## src/rtl/edge_det_pkg.sv

```systemverilog
// ---------------------------------------------------------------------------
// edge_det_pkg
//
// Purpose : Shared definitions for the multi-channel edge detector.
//           Holds the per-channel mode encoding, the supported range limits
//           for the synchroniser depth and glitch filter length, and the
//           helper that decides whether an accepted level change is an
//           event the channel should report.
//
// Contents:
//   edge_mode_t      - per-channel mode: off / rising / falling / both
//   MAX_SYNC_STAGES  - deepest synchroniser chain supported
//   MAX_FILT_CYCLES  - longest glitch filter supported
//   edge_qualifies() - mode + new level -> report this edge or not
// ---------------------------------------------------------------------------
package edge_det_pkg;

   typedef enum logic [1:0] {
      EDGE_OFF  = 2'b00,
      EDGE_RISE = 2'b01,
      EDGE_FALL = 2'b10,
      EDGE_BOTH = 2'b11
   } edge_mode_t;

   localparam int MAX_SYNC_STAGES = 4;
   localparam int MAX_FILT_CYCLES = 255;

   // An accepted level change is reported when its direction matches the
   // channel mode. The new level alone gives the direction: 1 means the line
   // rose, 0 means it fell.
   function automatic logic edge_qualifies(input edge_mode_t m, input logic new_level);
      case (m)
         EDGE_RISE: return new_level;
         EDGE_FALL: return ~new_level;
         EDGE_BOTH: return 1'b1;
         default:   return 1'b0;
      endcase
   endfunction

endpackage

```

## src/rtl/edge_det_chan.sv

```systemverilog
// ---------------------------------------------------------------------------
// edge_det_chan
//
// Purpose : One channel of the multi-channel edge detector. Synchronises an
//           asynchronous line, glitch-filters it, reports mode-qualified
//           edges as one-cycle pulses and keeps a sticky pending flag.
//           With EDGE_DET_COUNT_EN defined it also keeps a saturating count
//           of qualified edges.
//
// Optional feature macro: EDGE_DET_COUNT_EN (adds CNT_W and event_cnt)
//
// Ports:
//   clk         in   system clock, rising edge
//   rst         in   synchronous active-high reset
//   serial_in   in   asynchronous input line
//   mode        in   2-bit mode (edge_mode_t encoding)
//   clear       in   clears pending (and event_cnt when present)
//   level_out   out  filtered, synchronised line level
//   edge_pulse  out  one-cycle pulse per qualified edge
//   edge_rising out  direction of the pulsed edge (1 = rising), else 0
//   pending     out  sticky "qualified edge seen" flag
//   event_cnt   out  saturating qualified-edge count (EDGE_DET_COUNT_EN only)
// ---------------------------------------------------------------------------
module edge_det_chan
   import edge_det_pkg::*;
#(
   parameter int   SYNC_STAGES = 2,
   parameter int   FILT_CYCLES = 0,
   parameter logic IDLE_LEVEL  = 1'b1
`ifdef EDGE_DET_COUNT_EN
   , parameter int CNT_W       = 8
`endif
) (
   input  logic             clk,
   input  logic             rst,
   input  logic             serial_in,
   input  logic [1:0]       mode,
   input  logic             clear,
   output logic             level_out,
   output logic             edge_pulse,
   output logic             edge_rising,
   output logic             pending
`ifdef EDGE_DET_COUNT_EN
   , output logic [CNT_W-1:0] event_cnt
`endif
);

   localparam int SYNC_N = (SYNC_STAGES < 2) ? 2 :
                           (SYNC_STAGES > MAX_SYNC_STAGES) ? MAX_SYNC_STAGES : SYNC_STAGES;
   localparam int FILT_N = (FILT_CYCLES < 0) ? 0 :
                           (FILT_CYCLES > MAX_FILT_CYCLES) ? MAX_FILT_CYCLES : FILT_CYCLES;
   localparam int FILT_W = $clog2(MAX_FILT_CYCLES + 1);
   localparam logic [FILT_W-1:0] FILT_LIMIT = FILT_W'(FILT_N);

   logic [SYNC_N-1:0] sync_q;
   logic [SYNC_N-1:0] sync_vld;
   logic [FILT_W-1:0] filt_cnt;
   logic              armed;
   logic              sync_level;
   logic              sync_valid;
   logic              differs;
   logic              accept;
   logic              qualified;

   assign sync_level = sync_q[SYNC_N-1];
   assign sync_valid = sync_vld[SYNC_N-1];
   assign differs    = armed && (sync_level != level_out);
   assign accept     = differs && (filt_cnt == FILT_LIMIT);
   assign qualified  = accept && edge_qualifies(edge_mode_t'(mode), sync_level);

   // Synchroniser chain. Reset loads the idle level so no false edge comes
   // out of the chain. A parallel valid chain marks which stages hold
   // genuine post-reset samples rather than the reset fill.
   always_ff @(posedge clk) begin
      if (rst) begin
         sync_q   <= {SYNC_N{IDLE_LEVEL}};
         sync_vld <= '0;
      end else begin
         sync_q   <= {sync_q[SYNC_N-2:0], serial_in};
         sync_vld <= {sync_vld[SYNC_N-2:0], 1'b1};
      end
   end

   // Arming. A line that is already away from idle when reset releases must
   // not be reported as an edge. The channel ignores the line (holding
   // level_out at idle) until a genuine synchronised sample shows the idle
   // level; from then on every accepted change is a real transition.
   always_ff @(posedge clk) begin
      if (rst) begin
         armed <= 1'b0;
      end else if (sync_valid && (sync_level == IDLE_LEVEL)) begin
         armed <= 1'b1;
      end
   end

   // Glitch filter. A differing synchronised level must be seen on
   // FILT_CYCLES+1 consecutive edges before it is accepted; any return to the
   // current level restarts the count, so shorter pulses vanish completely.
   always_ff @(posedge clk) begin
      if (rst) begin
         level_out <= IDLE_LEVEL;
         filt_cnt  <= '0;
      end else if (differs) begin
         if (accept) begin
            level_out <= sync_level;
            filt_cnt  <= '0;
         end else begin
            filt_cnt <= filt_cnt + FILT_W'(1);
         end
      end else begin
         filt_cnt <= '0;
      end
   end

   // Event outputs, registered alongside level_out. pending gives priority to
   // a new qualified edge over clear so an event arriving with the clear is
   // never lost.
   always_ff @(posedge clk) begin
      if (rst) begin
         edge_pulse  <= 1'b0;
         edge_rising <= 1'b0;
         pending     <= 1'b0;
      end else begin
         edge_pulse  <= qualified;
         edge_rising <= qualified & sync_level;
         pending     <= qualified | (pending & ~clear);
      end
   end

`ifdef EDGE_DET_COUNT_EN
   // Saturating event counter. A clear that coincides with a qualified edge
   // leaves a count of one, consistent with pending staying set.
   always_ff @(posedge clk) begin
      if (rst) begin
         event_cnt <= '0;
      end else if (clear) begin
         event_cnt <= qualified ? CNT_W'(1) : '0;
      end else if (qualified && (event_cnt != {CNT_W{1'b1}})) begin
         event_cnt <= event_cnt + CNT_W'(1);
      end
   end
`endif

endmodule

```

## src/rtl/multi_edge_det.sv

```systemverilog
// ---------------------------------------------------------------------------
// multi_edge_det
//
// Purpose : Parametrised multi-channel edge detector sitting between raw
//           pins (UART RX, USB D+/D-, GPIO wake lines) and the protocol FSMs.
//           Each channel is an independent edge_det_chan; this level only
//           slices the buses.
//
// Optional feature macro: EDGE_DET_COUNT_EN (per-channel event counters)
//
// Parameters:
//   NUM_CH       number of channels (1..32)
//   SYNC_STAGES  synchroniser depth (2..4)
//   FILT_CYCLES  extra cycles a new level must persist (0..255)
//   IDLE_LEVEL   per-channel reset/idle level
//   CNT_W        event counter width (counting build only)
//
// Ports:
//   clk, rst     clock and synchronous active-high reset
//   serial_in    [NUM_CH]       asynchronous input lines
//   mode         [2*NUM_CH]     channel i mode at [2i+1:2i]
//   clear        [NUM_CH]       per-channel pending/counter clear
//   level_out    [NUM_CH]       filtered line levels
//   edge_pulse   [NUM_CH]       one-cycle qualified edge pulses
//   edge_rising  [NUM_CH]       pulse direction (1 = rising)
//   pending      [NUM_CH]       sticky event flags
//   event_cnt    [NUM_CH*CNT_W] event counts (EDGE_DET_COUNT_EN only)
// ---------------------------------------------------------------------------
module multi_edge_det
   import edge_det_pkg::*;
#(
   parameter int                NUM_CH      = 4,
   parameter int                SYNC_STAGES = 2,
   parameter int                FILT_CYCLES = 0,
   parameter logic [NUM_CH-1:0] IDLE_LEVEL  = {NUM_CH{1'b1}},
   parameter int                CNT_W       = 8
) (
   input  logic                  clk,
   input  logic                  rst,
   input  logic [NUM_CH-1:0]     serial_in,
   input  logic [2*NUM_CH-1:0]   mode,
   input  logic [NUM_CH-1:0]     clear,
   output logic [NUM_CH-1:0]     level_out,
   output logic [NUM_CH-1:0]     edge_pulse,
   output logic [NUM_CH-1:0]     edge_rising,
   output logic [NUM_CH-1:0]     pending
`ifdef EDGE_DET_COUNT_EN
   , output logic [NUM_CH*CNT_W-1:0] event_cnt
`endif
);

`ifndef EDGE_DET_COUNT_EN
   // CNT_W sizes only the counters; the plain build keeps it so both builds
   // share one parameter list.
   if (CNT_W < 1) begin : g_cnt_w_unused
   end
`endif

   // One fully independent channel per line.
   for (genvar i = 0; i < NUM_CH; i++) begin : g_chan
      edge_det_chan #(
         .SYNC_STAGES (SYNC_STAGES),
         .FILT_CYCLES (FILT_CYCLES),
         .IDLE_LEVEL  (IDLE_LEVEL[i])
`ifdef EDGE_DET_COUNT_EN
         , .CNT_W     (CNT_W)
`endif
      ) u_chan (
         .clk         (clk),
         .rst         (rst),
         .serial_in   (serial_in[i]),
         .mode        (mode[2*i +: 2]),
         .clear       (clear[i]),
         .level_out   (level_out[i]),
         .edge_pulse  (edge_pulse[i]),
         .edge_rising (edge_rising[i]),
         .pending     (pending[i])
`ifdef EDGE_DET_COUNT_EN
         , .event_cnt (event_cnt[i*CNT_W +: CNT_W])
`endif
      );
   end

endmodule

```

## config.mk

```make
export PLATFORM = sky130hd
export DESIGN_NAME = multi_edge_det
export DESIGN_NICKNAME = d
export VERILOG_FILES = /design/src/rtl/edge_det_pkg.sv /design/src/rtl/edge_det_chan.sv /design/src/rtl/multi_edge_det.sv
export SDC_FILE = /design/constraint.sdc
export NUM_CORES = 1
export LEC_CHECK = 0
export ABC_AREA = 1
export ABC_CLOCK_PERIOD_IN_PS = 2900
export BUFFER_PORTS_ARGS = -buffer_cell sky130_fd_sc_hd__buf_2
export CORE_MARGIN = 2
export CORE_UTILIZATION = 47
export CTS_BUF_LIST = sky130_fd_sc_hd__clkbuf_16
export CTS_CLUSTER_DIAMETER = 200
export DETAILED_ROUTE_END_ITERATION = 16
export GPL_ROUTABILITY_DRIVEN = 0
export PLACE_DENSITY = 0.67
export SETUP_SLACK_MARGIN = 0.15
export SLEW_MARGIN = 10
export SYNTH_ARGS = -nofsm -noshare
export SYNTH_HDL_FRONTEND = slang
export SYNTH_SLANG_ARGS = --single-unit
```

## constraint.sdc

```tcl
create_clock -name clk -period 2.9 [get_ports clk]
set_clock_uncertainty 0.15 [all_clocks]
set_input_delay 0 -clock clk [delete_from_list [all_inputs] [get_ports clk]]
set_output_delay 0 -clock clk [all_outputs]
set_load 0.005 [all_outputs]
```

; Word-level counts from Yosys, hierarchy flattened
; Cells that the tools add are included.
[classes]
n_reduce_logical = 28
mul = 0
mux = 8
n_bitwise = 24
n_shift = 0
n_addsub = 4
order_cmp = 0
div = 0
n_eq_ne = 16
[op_table]
columns = op, n
row1 = $add A8 B1 Y8 const B, 4
row2 = $logic_not A8 Y1, 4
row3 = $eq A2 B2 Y1 const B, 8
row4 = $logic_and A1 B1 Y1, 16
row5 = $not A1 Y1, 12
row6 = $pmux W1 S3, 4
row7 = $reduce_or A3 Y1, 4
row8 = $and A1 B1 Y1, 8
row9 = $eq A2 B1 Y1 const B, 4
row10 = $reduce_and A2 Y1, 4
row11 = $mux W1, 4
row12 = $ne A1 B1 Y1, 4
row13 = $or A1 B1 Y1, 4
[totals]
wordCells = 116
memories = 0
latchBits = 0
out_inout_bits = 16
romBits = 0
ram_bits = 0
ff_bits = 68

; Logic depth before layout (Yosys ltp)
; Gate-level depths: netlist (run 1).
[depth]
depth_word = 5
mapped_depth = 8
ltp_nobuf = 8

; Cells and area by module
; Synthesis (run 1) repeated with hierarchy kept, for this count alone.
[hier_totals]
hier_cells = 368
area_unflattened_um2 = 2812.7
[modules_own_cells]
columns = mod, cells_per_inst, n_inst, area_per_inst_um2
row1 = edge_det_chan, 92, 4, 703.2

; Least setup slack after synthesis (run 1)
; Ideal clock, no wire load.
[synth_timing]
path_type = register to register
startpoint = register g_chan[1].u_chan.filt_cnt[0]
endpoint = register g_chan[1].u_chan.filt_cnt[6]
n_path_buf = 0
path_stages_with_launch = 8
arrival_time_ns = 1.014
path_slack_ns = 1.674
path_cell_list = dfxtp_1 inv_1 ha_1 nand2_1 nor2_4 nand2_2 nand2_4 nor2_2
[synth_via]
elab_chain_cells = 3
[synth_rtl]
columns = element, line_no
row1 = from (decl), edge_det_chan.sv:57  ; logic [FILT_W-1:0] filt_cnt;
row2 = from (signal assigned), edge_det_chan.sv:108  ; filt_cnt <= filt_cnt + FILT_W'(1);
row3 = branches (longest 3 deep; another with $add A8 B1 Y8), -
; Several ways; the timed one is not identified.
; A chain may end at the register's enable or synchronous reset.

; Worst setup path after layout (run 1)
[layout_timing]
startpoint = register g_chan[1].u_chan.sync_q[1]
endpoint = register g_chan[1].u_chan.pending
[layout_via]
elab_chain_cells = 5
[layout_rtl]
columns = element, line_no
row1 = from (decl), edge_det_chan.sv:55  ; logic [SYNC_N-1:0] sync_q;
row2 = from (signal assigned), edge_det_chan.sv:76  ; sync_q <= {SYNC_N{IDLE_LEVEL}};
row3 = from (signal assigned), edge_det_chan.sv:79  ; sync_q <= {sync_q[SYNC_N-2:0], serial_in};
row4 = $ne A1 B1 Y1, edge_det_chan.sv:67  ; assign differs = armed && (sync_level != level_out);
row5 = $logic_and A1 B1 Y1, edge_det_chan.sv:67
row6 = $logic_and A1 B1 Y1, edge_det_chan.sv:68  ; assign accept = differs && (filt_cnt == FILT_LIMIT);
row7 = $logic_and A1 B1 Y1 (*), edge_det_chan.sv:69  ; assign qualified = accept && edge_qualifies(edge_mode_t'(mode), sync_level);
row8 = $or A1 B1 Y1 (*), edge_det_chan.sv:126  ; pending <= qualified | (pending & ~clear);
row9 = to (signal assigned), edge_det_chan.sv:126
row10 = to (decl), edge_det_chan.sv:42  ; output logic pending
; Mark *: on every way between the ends. The rest lies on a longest branch, timed or not.

==> flow_summary.yaml, run 1 <==
power_and_ir_drop:
  share_comb_of_total_power_pct: 4.2
  peakVddDrop_mv: 0.358
  switching_share_pct: 20.6
  pwr-share-seq_pct: 47.6
  p_leak_uw: 0.00156
  p_clk_share_pct: 48.2
  power.density_nw_per_um2: 541
  internal_power_uw: 1470
  p_switching_uw: 380
cells_and_area:
  fin_nets: 435
  layout_common_cells: "nand2_1, dfxtp_1, nor2_1, inv_1, buf_2"
  n_antenna_cell: 0
  final-instance-count-excl-fill: 488
  area_delta_synth_final_pct: 22.4
  mostFrequentLayoutCell: "nand2_1"
  fin_area_sq_um: 3410
  final_layout_size_suffix_gt1_share_pct: 20.6
sta:
  fin_crit_sh_pct: 75.1
  finalSetupTns_ns: 0
  max_clock_freq_mhz: 459
  period_needed_ns: 2.18
  drv_slew: 0
  rsz0062_at_grt: "no"
  relSlewSlack_pct: 79.0
  tightest_slew_ns: 0.314
  hold_violations: 0
  finalSetupViolCount: 0
  setup_ws_ns: 0.723
synth:
  synth_compound_gate_area_share_pct: 2.33
  synth-xor-area-share_pct: 4.09
  ys_warn_count: 0
  synth_seq_area_share_pct: 44.5
  synthSimpleGateAreaFrac_pct: 34.8
  synthMuxAreaShare_pct: 0
  ys_ff_latch: 62
  synth_area_sq_um: 2790
  ys_types: 25
  syn_inst: 358
  synth_fa_ha_area_share_pct: 3.59
  synth_top_family_by_area: "simple AND/OR/NAND/NOR gates"
  syn_avg_cell_area_sq_um: 7.78
  syn_nets: 384
global_routing:
  grt-ovfl-total: 0
  grt.total_usage_pct: 15.9
  antenna_found_initial: 0
  first_global_vias: 1931
  grt_max_degree: 17
  grt_pass1_wl_um: 7950
drt:
  wl_met3_um: 187
  drt-total-wl_um: 4610
  drtIter0Drc: 34
  dr.pass1.iters: 4
  viasPerCell: 4.51
  wl_per_cell_um: 9.45
  met1_length_um: 2140
  remaining_drc_errors: 0
  ant_nets: 0
  num_vias: 2203
  wl_met2_um: 2150
  routed.top_layer: "met4"
cts:
  cts_hold_buf: 25
  path_clk_slew_ns: 0.05
  worstSkewPairLatency_ns: 0.32
  cts_buffers: 9
  cts_setup_buffers: 0
  clk_path_buf_depth: 2
  cts_tree: "done"
  htree_levels: 3
  cts_resized: 0
  cts.sinks: 62
  root_buffer: "clkbuf_16"
critical_path:
  rr_worst_depth: 7
  critPathMaxFanout: 6
  worst_ep_required_time_ns: 2.96
  path_class: "reg -> reg"
  endpoint_kind: "flip-flop"
  startpoint_type: "flip-flop"
  critPathArrivalTime_ns: 2.23
placed_design:
  dp_hpwl_um: 3070
  place_area_sq_um: 2910
  dp_slack_ns: 1.56
  io_buffers: 33
  dpl.cell_count: 448
die:
  ios: 34
  die_y_um: 81.0
  rows: 28
  start_util_pct: 47.9
  die-area_sq_um: 6560
  core_sq_um: 5820
  die_x_um: 81.0
worst_hold_path:
  hp-class: "reg -> reg"
  worstHoldPathCells: 2
flow_run:
  drv_cap: 0
run_status:
  status: "finished, final reports clean"
## routing by layer
| layer | vias to the layer above | global-route usage, % |
|---|---|---|
| met2 | 32 | 26.0 |
| li1 | 1188 | - |
| met3 | 13 | 4.78 |
| met1 | 970 | 18.1 |
| met4 | 0 | 9.66 |
| met5 | - | 0 |
## logic make-up after synthesis
group,after synthesis
compound gates,13
xor+xnor,13
fa+ha+maj,8
buf+inv,61
flops,62
simple gates,201
## Yosys cell counts
master / n / share of area [%]
nor2_1: 54 / 7.3
a21oi_1: 4 / 0.72
dfxtp_1: 62 / 45
xnor2_1: 6 / 1.9
ha_1: 8 / 3.6
nor3_2: 2 / 0.72
buf_4: 17 / 4.6
nand3_1: 18 / 3.2
nor2_4: 4 / 1.6
clkinv_2: 1 / 0.18
buf_2: 1 / 0.18
clkinv_1: 1 / 0.13
o21ai_1: 4 / 0.72
inv_2: 2 / 0.27
nor3_4: 1 / 0.58
nand2_4: 3 / 1.2
inv_1: 39 / 5.3
nand2_1: 77 / 10
xor2_1: 7 / 2.2
nand4_1: 3 / 0.67
or2_2: 8 / 1.8
nor2_2: 15 / 3.4
nand3b_1: 9 / 2.4
o21ai_0: 5 / 0.90
nand2_2: 7 / 1.6
## cell type report
cell class	count	area, sq um
Sequential cell	62	1240
Clock buffer	9	225
Tap cell	75	93.8
Timing Repair Buffer	58	415
Fill cell	556	2400
Multi-Input combinational cell	235	1250
Clock inverter	6	22.5
Inverter	43	163
## worst paths after layout
kind | startpoint | slack (ns) | end
setup / recovery | g_chan[1].u_chan.sync_q[1] | 0.72 | g_chan[1].u_chan.pending
hold / removal | g_chan[0].u_chan.sync_vld[0] | 0.25 | g_chan[3].u_chan.sync_vld[1]
setup reg to reg | g_chan[1].u_chan.sync_q[1] | 0.72 | g_chan[1].u_chan.pending
hold reg to reg | g_chan[0].u_chan.sync_vld[0] | 0.25 | g_chan[3].u_chan.sync_vld[1]
## registers in the layout (all words and copies together), names as in the netlist
register,cells
g_chan.u_chan.sync_q,8
g_chan.u_chan.edge_pulse,4
g_chan.u_chan.sync_vld,2
g_chan.u_chan.filt_cnt,32
g_chan.u_chan.edge_rising,4
g_chan.u_chan.level_out,4
g_chan.u_chan.armed,4
g_chan.u_chan.pending,4
## worst max-delay path, cell delays in order, from the launching register on
cell and delay, ns:
dfxtp_1 0.41, inv_1 0.09, nand2_1 0.06, nand2_1 0.04
dlygate4sd3_1 0.54, nand2_1 0.12, o21ai_1 0.09, dlygate4sd3_1 0.55
## power by group through the flow
stage                     registers, uW  clock network, uW  logic [uW]
after floorplan                     892                  0        39.0
after global placement              894                  0        52.8
after detailed placement            895                  0        53.8
after CTS                           878                916        78.2
after global routing                878                948        87.7
final                               878                889        78.1
## metrics by stage
step	hold slack (ns)	utilization [%]	total power [uW]
3_5_place_dp	0.0371	50.1	949
2_1_floorplan	-0.0462	-	931
3_3_place_gp	0.0326	50.1	947
4_1_cts	0.252	58.6	1870
6_report	0.252	58.6	1850
5_1_grt	0.278	58.6	1910
Power figures use the tool's default switching activity.
==> run 2: changes to the inputs <==
--- a/config.mk
+++ b/config.mk
@@ -5,8 +5,8 @@
 export SDC_FILE = /design/constraint.sdc
 export NUM_CORES = 1
 export LEC_CHECK = 0
-export ABC_AREA = 1
-export ABC_CLOCK_PERIOD_IN_PS = 2900
+export ABC_AREA = 0
+export ABC_CLOCK_PERIOD_IN_PS = 1950
 export BUFFER_PORTS_ARGS = -buffer_cell sky130_fd_sc_hd__buf_2
 export CORE_MARGIN = 2
 export CORE_UTILIZATION = 47
@@ -14,7 +14,7 @@
 export CTS_CLUSTER_DIAMETER = 200
 export DETAILED_ROUTE_END_ITERATION = 16
 export GPL_ROUTABILITY_DRIVEN = 0
-export PLACE_DENSITY = 0.67
+export PLACE_DENSITY = 0.69
 export SETUP_SLACK_MARGIN = 0.15
 export SLEW_MARGIN = 10
 export SYNTH_ARGS = -nofsm -noshare
==> constraint.sdc (replaced) <==
create_clock -name clk -period 1.95 [get_ports clk]
set_clock_uncertainty 0.15 [all_clocks]
set_input_delay 0 -clock clk [delete_from_list [all_inputs] [get_ports clk]]
set_output_delay 0 -clock clk [all_outputs]
set_load 0.005 [all_outputs]
==> run 2 against run 1 <==
Register-to-register slack worse by 0.36 ns. Final area down 4.8%. Die area down 3.1%. Sequential cell count unchanged. Global-route usage up 0.57 points. Worst setup slack worse by 0.36 ns. Sequential share of layout area up 1.9 points. Sequential power up 49%. Count of clock-buffer cells in the layout unchanged. Critical path depth down 2. Highest routed layer unchanged.
==> flow_summary.yaml, run 2 <==
die:
  ios: 34
  die_y_um: 79.7
  rows: 27
  start_util_pct: 48.9
  die-area_sq_um: 6360
  die_x_um: 79.7
  core_sq_um: 5510
power_and_ir_drop:
  p_switching_uw: 544
  peakVddDrop_mv: 0.600
  internal_power_uw: 2170
  power.density_nw_per_um2: 837
  p_clk_share_pct: 48.5
  share_comb_of_total_power_pct: 3.5
  pwr-share-seq_pct: 48.1
  switching_share_pct: 20.0
  p_leak_uw: 0.00125
cts:
  cts_tree: "done"
  htree_levels: 3
  cts_setup_buffers: 0
  cts_buffers: 9
  path_clk_slew_ns: 0.05
  worstSkewPairLatency_ns: 0.32
  cts.sinks: 62
  root_buffer: "clkbuf_16"
  clk_path_buf_depth: 2
synth:
  synth_area_leaders: "dfxtp_1, buf_4, nor2_1"
  syn_nets: 303
  ys_ff_latch: 62
  syn_inst: 277
  synth_common_cells: "dfxtp_1, nor2_1, inv_1"
  synth_top_area_share_pct: 46.1
  ys_warn_count: 0
  synth_area_sq_um: 2700
  synth-edff-count: 0
  ys_types: 37
  syn_avg_cell_area_sq_um: 9.73
  synth-async-reset-ratio_pct: 0
  synth_seq_area_share_pct: 46.1
  yosysTopAreaCell: "dfxtp_1"
  synth.most_common_cell: "dfxtp_1"
  synth_ff_type: "dfxtp_1"
critical_path:
  critPathArrivalTime_ns: 1.69
  critPathMaxFanout: 8
  endpoint_kind: "flip-flop"
  startpoint_type: "flip-flop"
  path_class: "reg -> reg"
  worst_ep_required_time_ns: 2.05
sta:
  fin_crit_sh_pct: 81.5
  finalSetupViolCount: 0
  rsz0062_at_grt: "no"
  max_clock_freq_mhz: 629
  drv_slew: 0
  period_needed_ns: 1.59
  tightest_slew_ns: 0.347
  hold_violations: 0
  hold_slack_ns: 0.242
  finalSetupTns_ns: 0
  relSlewSlack_pct: 76.7
global_routing:
  grt_pass1_wl_um: 8060
  grt-ovfl-total: 0
  antenna_found_initial: 0
  grt.total_usage_pct: 16.4
  grt_max_degree: 21
  first_global_vias: 1879
placed_design:
  io_buffers: 33
  dp_hpwl_um: 3130
  place_area_sq_um: 2830
drt:
  num_vias: 1996
  viasPerCell: 5.04
  drt-total-wl_um: 4550
  remaining_drc_errors: 0
  wl_per_cell_um: 11.5
  dr.pass1.iters: 4
  drtIter0Drc: 73
  ant_nets: 0
cells_and_area:
  reg_top3: "g_chan.u_chan.filt_cnt x32, g_chan.u_chan.sync_q x8"
  largest_reg_flops: 32
  layout_common_cells: "dfxtp_1, buf_2, nor2_1, inv_1, dlygate4sd3_1"
  fin_nets: 346
  regMostFlops: "g_chan.u_chan.filt_cnt"
  fin_area_sq_um: 3250
  area_delta_synth_final_pct: 20.4
  final_layout_size_suffix_gt1_share_pct: 21.0
  n_antenna_cell: 0
  fillers: 484
  mostFrequentLayoutCell: "dfxtp_1"
flow_run:
  drv_cap: 0
worst_hold_path:
  hp-class: "in -> reg"
run_status:
  status: "finished, final reports clean"
run 2: path summary, 6_finish.rpt:
kind / from / endpoint / slack (ns) / depth (start not counted)
min: serial_in[1] / g_chan[1].u_chan.sync_q[0] / 0.24 / 3
max: g_chan[0].u_chan.filt_cnt[0] / g_chan[0].u_chan.filt_cnt[6] / 0.36 / 5
max reg2reg: g_chan[0].u_chan.filt_cnt[0] / g_chan[0].u_chan.filt_cnt[6] / 0.36 / 5
min reg2reg: g_chan[2].u_chan.sync_q[0] / g_chan[2].u_chan.sync_q[1] / 0.26 / 1
run 2: power groups by stage:
stage	clock, uW	combinational [uW]	sequential (uW)
floorplan	0	45.5	1320
global placement	0	66.1	1330
detailed placement	0	67.4	1330
CTS	1360	93.3	1300
global route	1430	105	1310
finish	1320	93.9	1310
run 2: cell families (layout without fill, tap and decap cells):
family                     Yosys count  after routing  synth area share (%)
DFF                                 62             62                  46.1
AOI/OAI and AO/OA                   48             48                  12.3
adders and majority gates            8              8                  3.71
and+or+nand+nor                    106            106                  25.3
xor gates and xnor gates            16             16                  5.20
buffers and inverters               37             84                  7.43
run 2: layout make-up:
class,count,area (sq um),share of cell area [%]
flip-flops and latches,62,1240,38.2
repair buffers,51,343,10.6
clock inverters,6,25.0,0.771
inverters,18,67.6,2.08
clock buffers,9,225,6.94
multi-input cells,178,1250,38.6
well taps,72,90.1,2.78
run 2: what timing repair did:
item | in CTS | in global routing
hold endpoints to repair | 20 | 0
hold buffers | 17 | 0
gates resized for setup | 0 | 0
run 2: per-stage QoR:
step	utilization, %	power (uW)	worst slack, ns	instances
after floorplan	-	1370	0.505	277
after global placement	51.3	1400	0.407	364
after detailed placement	51.3	1400	0.377	364
after CTS	58.9	2760	0.346	396
after global routing	58.9	2840	0.275	396
final	58.9	2720	0.361	396
run 2: routing by layer:
layer  GRT usage (%)  up-vias  share of wire, %
met5               0        -                 0
met1            19.6      906                48
met2            25.7       40                47
li1                -     1042                 -
met4            10.5        0               2.0
met3            4.86        8               3.8
run 2: worst max-delay path, cell delays in order, from the launching register on:
cell and delay (ns):
dfxtp_1 0.40, inv_1 0.07, ha_1 0.19, nor3b_2 0.18, a211o_4 0.39, a21oi_1 0.13
==> run 3: changes to the inputs <==
--- a/config.mk
+++ b/config.mk
@@ -6,7 +6,7 @@
 export NUM_CORES = 1
 export LEC_CHECK = 0
 export ABC_AREA = 0
-export ABC_CLOCK_PERIOD_IN_PS = 1950
+export ABC_CLOCK_PERIOD_IN_PS = 1400
 export BUFFER_PORTS_ARGS = -buffer_cell sky130_fd_sc_hd__buf_2
 export CORE_MARGIN = 2
 export CORE_UTILIZATION = 47
==> constraint.sdc (replaced) <==
create_clock -name clk -period 1.4 [get_ports clk]
set_clock_uncertainty 0.15 [all_clocks]
set_input_delay 0 -clock clk [delete_from_list [all_inputs] [get_ports clk]]
set_output_delay 0 -clock clk [all_outputs]
set_load 0.005 [all_outputs]
==> run 3 against run 2 <==
The run now ends with negative setup slack left. Cell count is 8.8% higher. Core utilization is 9.2 points higher. Maximum frequency is 8.9% higher. Clock power is 45% higher.
==> flow_summary.yaml, run 3 (synthesis gave the netlist of run 2 again) <==
run_status:
  status: "finished, violations left"
  violations: "negative setup slack"
worst_hold_path:
  hp-class: "in -> reg"
  min_from: "rst"
  worstHoldPathCells: 3
  min_to: "g_chan[0].u_chan.level_out"
cts:
  cts.sinks: 62
  path_clk_slew_ns: 0.05
  clk_path_buf_depth: 2
  htree_levels: 3
  worstSkewPairLatency_ns: 0.33
  cts_tree: "done"
  root_buffer: "clkbuf_16"
  cts_buffers: 9
global_routing:
  grt_pass1_wl_um: 8790
  antenna_found_initial: 0
  first_global_vias: 2010
  grt-ovfl-total: 0
  grt_max_degree: 16
  grt.total_usage_pct: 18.2
die:
  rows: 27
  die_y_um: 79.7
  core_sq_um: 5510
  ios: 34
  start_util_pct: 48.9
  die_x_um: 79.7
  die-area_sq_um: 6360
power_and_ir_drop:
  power.density_nw_per_um2: 1030
  p_leak_uw: 0.00144
  peakVddDrop_mv: 0.696
cells_and_area:
  regMostFlops: "g_chan.u_chan.filt_cnt"
  area_delta_synth_final_pct: 39.2
  mostFrequentLayoutCell: "dfxtp_1"
  finish.utilization_pct: 68.1
  final_layout_size_suffix_gt1_share_pct: 44.8
  reg_top3: "g_chan.u_chan.filt_cnt x32, g_chan.u_chan.sync_q x8"
  layout_common_cells: "dfxtp_1, buf_2, buf_4, nor2_1, dlygate4sd3_1"
  largest_reg_flops: 32
  fin_nets: 380
  final-instance-count-excl-fill: 431
  n_antenna_cell: 0
critical_path:
  r2r-end: "g_chan[3].u_chan.level_out"
  critPathMaxFanout: 3
  r2r_setup_slack_ns: -0.06
  critPathArrivalTime_ns: 1.55
  path_class: "reg -> reg"
  r2r_start: "g_chan[3].u_chan.filt_cnt[1]"
  endpoint_kind: "flip-flop"
  rr_worst_depth: 6
  startpoint_type: "flip-flop"
  worst_ep_required_time_ns: 1.49
sta:
  finalSetupViolCount: 17
  tightest_slew_ns: 0.369
  period_needed_ns: 1.46
  hold_slack_ns: 0.0224
  relSlewSlack_pct: 75.2
  setup_ws_ns: -0.0590
  rsz0062_at_grt: "yes"
  hold_violations: 0
  max_clock_freq_mhz: 685
  drv_slew: 0
  fin_crit_sh_pct: 104
placed_design:
  dp_slack_ns: -0.0110
  dpl.cell_count: 389
  dp_hpwl_um: 3410
  io_buffers: 33
drt:
  wl_per_cell_um: 12.7
  drtIter0Drc: 60
  dr.pass1.iters: 4
  ant_nets: 0
  viasPerCell: 5.06
  remaining_drc_errors: 0
  num_vias: 2180
  drt-total-wl_um: 5480
flow_run:
  drv_cap: 0
run 3: cell count changes in the layout (fill, tap and decap cells not counted), sizes merged:
cell | previous run | this run
buf | 34 | 67
clkinv | 2 | 5
inv | 22 | 19
clkinvlp | 0 | 1
dlygate4sd3 | 17 | 18
run 3: final cells by class:
class | count | area, sq um
fillers | 414 | 1760
repair buffers | 85 | 608
clock buffers | 9 | 225
well taps | 72 | 90.1
flip-flops and latches | 62 | 1260
multi-input cells | 178 | 1470
inverters | 18 | 67.6
clock inverters | 7 | 32.5
run 3: layer usage:
layer  vias to the layer above  GRT usage (%)  share of wire, %
met3                        17           5.20               4.1
met5                         -              0                 0
met1                      1013           20.8                45
met4                         0           11.7               3.2
li1                       1108              -                 -
met2                        42           29.7                48
run 3: what timing repair did:
| item | in CTS | in global routing |
|---|---|---|
| endpoints found under the hold margin | 18 | 0 |
| pin swaps | 10 | 12 |
| hold buffers | 18 | 0 |
| resized for setup | 14 | 27 |
| setup buffers | 4 | 4 |
| setup endpoints to repair | 46 | 46 |
run 3: metrics by stage:
| step | power (uW) | area [sq um] | setup TNS [ns] |
|---|---|---|---|
| 3_3_place_gp | 1950 | 3070 | 0 |
| 5_1_grt | 4010 | 3750 | -1.83 |
| 3_5_place_dp | 1950 | 3070 | -0.0399 |
| 6_report | 3870 | 3750 | -0.437 |
| 2_1_floorplan | 1910 | 2760 | 0 |
| 4_1_cts | 3900 | 3590 | -0.0981 |
run 3: worst max-delay path, cell delays in order, from the launching register on:
cell,delay [ns]
dfxtp_2,0.33
inv_2,0.04
ha_2,0.14
nor3b_4,0.26
buf_6,0.16
a311oi_4,0.09
a41oi_2,0.21
run 3: where the power goes:
part / leakage, uW / switching, uW / total (uW) / internal (uW)
sequential: 0.000510 / 24.3 / 1820 / 1790
clock: 0.000129 / 744 / 1910 / 1160
combinational: 0.000803 / 56.2 / 146 / 90.2
run 3: worst max path at each step:
| stage | startpoint | end |
|---|---|---|
| 4_1_cts | g_chan[1].u_chan.filt_cnt[1] | g_chan[1].u_chan.filt_cnt[7] |
| 3_5_place_dp | g_chan[1].u_chan.filt_cnt[1] | g_chan[1].u_chan.filt_cnt[0] |
| 6_report | g_chan[3].u_chan.filt_cnt[1] | g_chan[3].u_chan.level_out |
| 5_1_grt | g_chan[3].u_chan.filt_cnt[4] | g_chan[3].u_chan.level_out |
| 3_3_place_gp | g_chan[2].u_chan.filt_cnt[1] | g_chan[2].u_chan.filt_cnt[5] |
| 2_1_floorplan | g_chan[2].u_chan.filt_cnt[0] | g_chan[2].u_chan.filt_cnt[5] |
